===== src/rtl/sensor_matrix_scanner.sv =====
// Row-by-row scanner and frame debouncer for the 8x8 reed-switch checkers board.
// Define SENSOR_CHANGE_IRQ_EN to drive change_pulse/change_mask; otherwise both read 0.
`timescale 1ns/1ps

module sensor_matrix_scanner #(
    parameter int SETTLE_CYCLES  = 64,
    parameter int DEBOUNCE_SCANS = 4,
    parameter int CNT_W          = 8
) (
    input  logic        clock,
    input  logic        reset,
    input  logic        scan_en,
    input  logic [7:0]  col_in,
    output logic [7:0]  row_sel,
    output logic [31:0] sensor_board,
    output logic        board_valid,
    output logic        frame_done,
    output logic        change_pulse,
    output logic [31:0] change_mask
);

    localparam int MW = (DEBOUNCE_SCANS > 1) ? $clog2(DEBOUNCE_SCANS) : 1;
    localparam logic [MW-1:0]    MATCH_MAX   = MW'(DEBOUNCE_SCANS - 1);
    localparam logic [CNT_W-1:0] SETTLE_LAST = CNT_W'(SETTLE_CYCLES - 1);

    typedef enum logic [1:0] {
        IDLE,
        SETTLE,
        SAMPLE,
        COMMIT
    } state_t;

    state_t            state;
    logic [2:0]        row;
    logic [CNT_W-1:0]  cnt;
    logic [7:0]        col_meta;
    logic [7:0]        col_sync;
    logic [31:0]       raw_frame;
    logic [31:0]       prev_raw;
    logic [MW-1:0]     match_cnt;
    logic [MW-1:0]     match_next;
    logic [3:0]        row_bits;

    always_ff @(posedge clock or posedge reset) begin
        if (reset) begin
            col_meta <= 8'h00;
            col_sync <= 8'h00;
        end else begin
            col_meta <= col_in;
            col_sync <= col_meta;
        end
    end

    // Dark squares sit on odd columns in even rows and even columns in odd rows.
    always_comb begin
        row_bits = {col_sync[7], col_sync[5], col_sync[3], col_sync[1]};
        if (row[0]) begin
            row_bits = {col_sync[6], col_sync[4], col_sync[2], col_sync[0]};
        end
    end

    always_comb begin
        match_next = '0;
        if (raw_frame == prev_raw) begin
            match_next = (match_cnt == MATCH_MAX) ? MATCH_MAX : match_cnt + MW'(1);
        end
    end

    always_ff @(posedge clock or posedge reset) begin
        if (reset) begin
            state        <= IDLE;
            row          <= 3'd0;
            cnt          <= '0;
            row_sel      <= 8'h00;
            sensor_board <= 32'h0;
            board_valid  <= 1'b0;
            frame_done   <= 1'b0;
            raw_frame    <= 32'h0;
            prev_raw     <= 32'h0;
            match_cnt    <= '0;
`ifdef SENSOR_CHANGE_IRQ_EN
            change_pulse <= 1'b0;
            change_mask  <= 32'h0;
`endif
        end else begin
            frame_done <= 1'b0;
`ifdef SENSOR_CHANGE_IRQ_EN
            change_pulse <= 1'b0;
`endif
            case (state)
                IDLE: begin
                    row_sel <= 8'h00;
                    if (scan_en) begin
                        state   <= SETTLE;
                        row     <= 3'd0;
                        cnt     <= '0;
                        row_sel <= 8'h01;
                    end
                end

                SETTLE: begin
                    if (!scan_en) begin
                        state   <= IDLE;
                        row_sel <= 8'h00;
                    end else begin
                        cnt <= cnt + CNT_W'(1);
                        if (cnt == SETTLE_LAST) begin
                            state <= SAMPLE;
                        end
                    end
                end

                // An abort here leaves raw_frame untouched.
                SAMPLE: begin
                    if (!scan_en) begin
                        state   <= IDLE;
                        row_sel <= 8'h00;
                    end else begin
                        raw_frame[{row, 2'b00} +: 4] <= row_bits;
                        if (row == 3'd7) begin
                            state      <= COMMIT;
                            row_sel    <= 8'h00;
                            frame_done <= 1'b1;
                        end else begin
                            state   <= SETTLE;
                            row     <= row + 3'd1;
                            cnt     <= '0;
                            row_sel <= row_sel << 1;
                        end
                    end
                end

                COMMIT: begin
                    match_cnt <= match_next;
                    prev_raw  <= raw_frame;
                    if (match_next == MATCH_MAX) begin
                        sensor_board <= raw_frame;
                        board_valid  <= 1'b1;
`ifdef SENSOR_CHANGE_IRQ_EN
                        if (raw_frame != sensor_board) begin
                            change_mask  <= raw_frame ^ sensor_board;
                            change_pulse <= 1'b1;
                        end
`endif
                    end
                    if (scan_en) begin
                        state   <= SETTLE;
                        row     <= 3'd0;
                        cnt     <= '0;
                        row_sel <= 8'h01;
                    end else begin
                        state   <= IDLE;
                        row_sel <= 8'h00;
                    end
                end

                default: begin
                    state   <= IDLE;
                    row_sel <= 8'h00;
                end
            endcase
        end
    end

`ifndef SENSOR_CHANGE_IRQ_EN
    assign change_pulse = 1'b0;
    assign change_mask  = 32'h0;
`endif

endmodule


===== config.mk =====
export PLATFORM = sky130hd
export DESIGN_NAME = sensor_matrix_scanner
export DESIGN_NICKNAME = d
export VERILOG_FILES = /design/src/rtl/sensor_matrix_scanner.sv
export SDC_FILE = /design/constraint.sdc
export NUM_CORES = 1
export LEC_CHECK = 0
export CAP_MARGIN = 20
export CORE_MARGIN = 2
export CORE_UTILIZATION = 58
export CTS_CLUSTER_SIZE = 28
export DETAILED_ROUTE_END_ITERATION = 16
export GPL_TIMING_DRIVEN = 0
export PLACE_DENSITY_LB_ADDON = 0.05
export REMOVE_ABC_BUFFERS = 1
export SLEW_MARGIN = 20
export SYNTH_ARGS = -nofsm -noshare
export SYNTH_HDL_FRONTEND = slang
export SYNTH_SLANG_ARGS = --single-unit

===== constraint.sdc =====
create_clock -name clock -period 9.1 [get_ports clock]
set_input_delay 0.91 -clock clock [delete_from_list [all_inputs] [get_ports clock]]
set_output_delay 0.91 -clock clock [all_outputs]
set_load 0.005 [all_outputs]

==> results.yml <==
outcome:
  outcome: "complete, no violations"
timing:
  min_period_over_period_pct: 32.5
  period_needed_ps: 2960
  fmax_mhz: 338
  hold_viol: 0
  finalSetupTns_ps: 0
  fin_skew_ps: 12.0
  slew_headroom_pct: 34.1
  tightest_slew_ps: 980
  setup_viol: 0
  rsz0062_at_grt: "no"
  maxSlewViolCount: 0
floorplan:
  dieArea_sq_um: 11000
  core_area_sq_um: 9820
  ios: 86
  start_util_pct: 60.0
  die_w_um: 105
  die_h_um: 105
  std_cell_rows: 36
clocking:
  htree_levels: 4
  clk_latency_ps: 520
  post_cts_buffers: 0
  clk_pin_slew_worst_paths_ps: 60
  numCtsBuffers: 17
  ctsLongestPathBuffers: 2
  cts_tree: "done"
  cts-root-buf: "clkbuf_8"
  cts_resized: 0
  hold_buffers: 0
  clock-sinks: 137
synth:
  synth_cell_types: 39
  syn_avg_cell_area_sq_um: 12.5
  yosys_warnings: 0
  seq_area_frac_synth_pct: 58.2
  synthCells: 472
  synth-seq-cells: 137
  synth_area_leaders: "dfrtp_1 (58%), mux2_2 (13%), xor2_1 (4.8%), buf_4 (4.2%), nor2_1 (2.4%)"
  synth_top_cell_area_share_pct: 58.2
  synth_top_area_cell: "dfrtp_1"
  syn_area_sq_um: 5890
global_routing:
  grt_max_degree: 73
  grt_pass1_vias: 3652
  grtUsageTotal_pct: 20.9
  grt_overflow_total: 0
  antenna_found_initial: 0
  grt_pass1_wl_um: 18000
finish:
  drive_above_1_share_pct: 20.8
  diodes: 0
  final_common_cell: "dfrtp_1"
  final_area_sq_um: 7070
  layout_common_cells: "dfrtp_1 (137), mux2_2 (69), clkdlybuf4s50_1 (52)"
  layout.nets: 558
  n_fill_cell: 695
  final-seq-area_sq_um: 3430
  multi_input_area_sq_um: 2240
  area_growth_pct: 19.9
critical_path:
  end_kind: "flip-flop"
  r2r_cells: 7
  slowest_stage: "or4b_2"
  path_max_fanout: 10
  path_depth: 7
  slowest_delay_ps: 640
  cp-start-kind: "flip-flop"
  crit_buf_inv: 1
  crit_type: "flip-flop to flip-flop"
  critPathArrivalTime_ps: 3400
  path_delay_family: "simple AND/OR/NAND/NOR gates"
  critPathRequiredTime_ps: 9540
  path_cells: "clkinv_1 -> ha_1 -> ha_1 -> or4b_2 -> nor3_2 -> nor2_1 -> a21oi_1"
  cp_common_cell: "ha_1"
worst_hold_path:
  hold_class: "flip-flop to flip-flop"
  min_path_cells: 0
power:
  powerDensity_nw_per_um2: 234
  vdd_drop_max_mv: 0.175
  power_leakage_nw: 3.54
route:
  post_drt_wl_per_cell_um: 15.9
  antenna_left: 0
  drc_errors: 0
  via_per_inst: 5.25
  first_iter_violations: 147
  dr.pass1.iters: 4
  routed_wirelength_um: 10800
  vias: 3578
placed_design:
  globalplace.congestion: 0.776
  place_area_sq_um: 6480
  io_buffers: 52
  dp_hpwl_um: 7260
job:
  maxCapViolCount: 0
==> power by group <==
group	total [mW]	switching, mW	leakage [nW]	internal, mW
Sequential	0.694	0.0424	1.86	0.651
Clock	0.670	0.261	0.282	0.408
Combinational	0.289	0.172	1.40	0.117
==> metrics by stage <==
stage                     setup slack [ps]  cells  hold slack, ps  util, %  total power, mW
after floorplan                       4520    460             331        -            0.894
after global placement                2800    645             332     65.1            0.968
after detailed placement              6100    650             335     66.0            0.991
after CTS                             6150    682             349     71.9             1.66
after global routing                  5910    682             351     72.0             1.73
final                                 6140    682             348     72.0             1.65
==> cell type report <==
type,instances,share of cell area [%]
timing repair buffer,57,8.46
clock inverter,12,2.00
inverter,10,0.637
tap,133,2.35
multi-input combinational,313,31.7
sequential,137,48.5
clock buffer,20,6.30
==> cells by family after synthesis <==
| family | share of synthesized area [%] |
|---|---|
| multiplexers | 13.9 |
| adder cells (fa/ha/maj) | 2.33 |
| XOR/XNOR | 4.75 |
| buffers and inverters | 5.92 |
| AND/OR/NAND/NOR | 8.38 |
| AO/OA/AOI/OAI | 6.47 |
| other | 0.0636 |
| flip-flops | 58.2 |
==> Yosys cell counts, drive strengths merged <==
| master | number |
|---|---|
| dfrtp | 137 |
| mux2 | 71 |
| buf | 39 |
| nor2 | 38 |
| xor2 | 32 |
| a21oi | 27 |
| nand2 | 26 |
| o21ai | 18 |
| a22o | 12 |
| ha | 11 |
| nor4 | 10 |
| inv | 9 |
| nor3 | 9 |
| clkbuf | 5 |
| nand3 | 4 |
| a21o | 2 |
| and3 | 2 |
| mux2i | 2 |
| nand4 | 2 |
| or2 | 2 |
| a2111oi | 1 |
| a211o | 1 |
| and2 | 1 |
| clkinv | 1 |
| conb | 1 |
| nand2b | 1 |
| nand3b | 1 |
| nor3b | 1 |
| nor4b | 1 |
| nor4bb | 1 |
| o31ai | 1 |
| o41a | 1 |
| or3 | 1 |
| or4b | 1 |
==> worst paths after layout <==
| check | endpoint | start | slack [ps] |
|---|---|---|---|
| min in group asynchronous | prev_raw[17]$_DFFE_PP0P_ | reset | 820 |
| max in group asynchronous | raw_frame[14]$_DFFE_PP0P_ | reset | 7590 |
| worst max-delay path | raw_frame[18]$_DFFE_PP0P_ | row[0]$_DFFE_PP0P_ | 6140 |
| worst max register to register | raw_frame[18]$_DFFE_PP0P_ | row[0]$_DFFE_PP0P_ | 6140 |
| worst min-delay path | col_sync[4]$_DFF_PP0_ | col_meta[4]$_DFF_PP0_ | 350 |
| worst min register to register | col_sync[4]$_DFF_PP0_ | col_meta[4]$_DFF_PP0_ | 350 |
==> sequential cells by signal, indices dropped and copies added, names as in the netlist <==
signal,count
col_sync,8
raw_frame,32
cnt,8
sensor_board,32
frame_done,1
row_sel,8
col_meta,8
prev_raw,32
state,2
board_valid,1
row,3
match_cnt,2
==> per-layer routing <==
metal / global-route usage (%) / vias to the layer above / wire length [um]
met5: 0 / - / 0
met4: 7.33 / 0 / 104
met3: 4.43 / 10 / 442
met2: 35.4 / 94 / 5510
met1: 26.8 / 1773 / 4770
li1: - / 1701 / -
No activity file was read; power rests on OpenSTA's default activity.
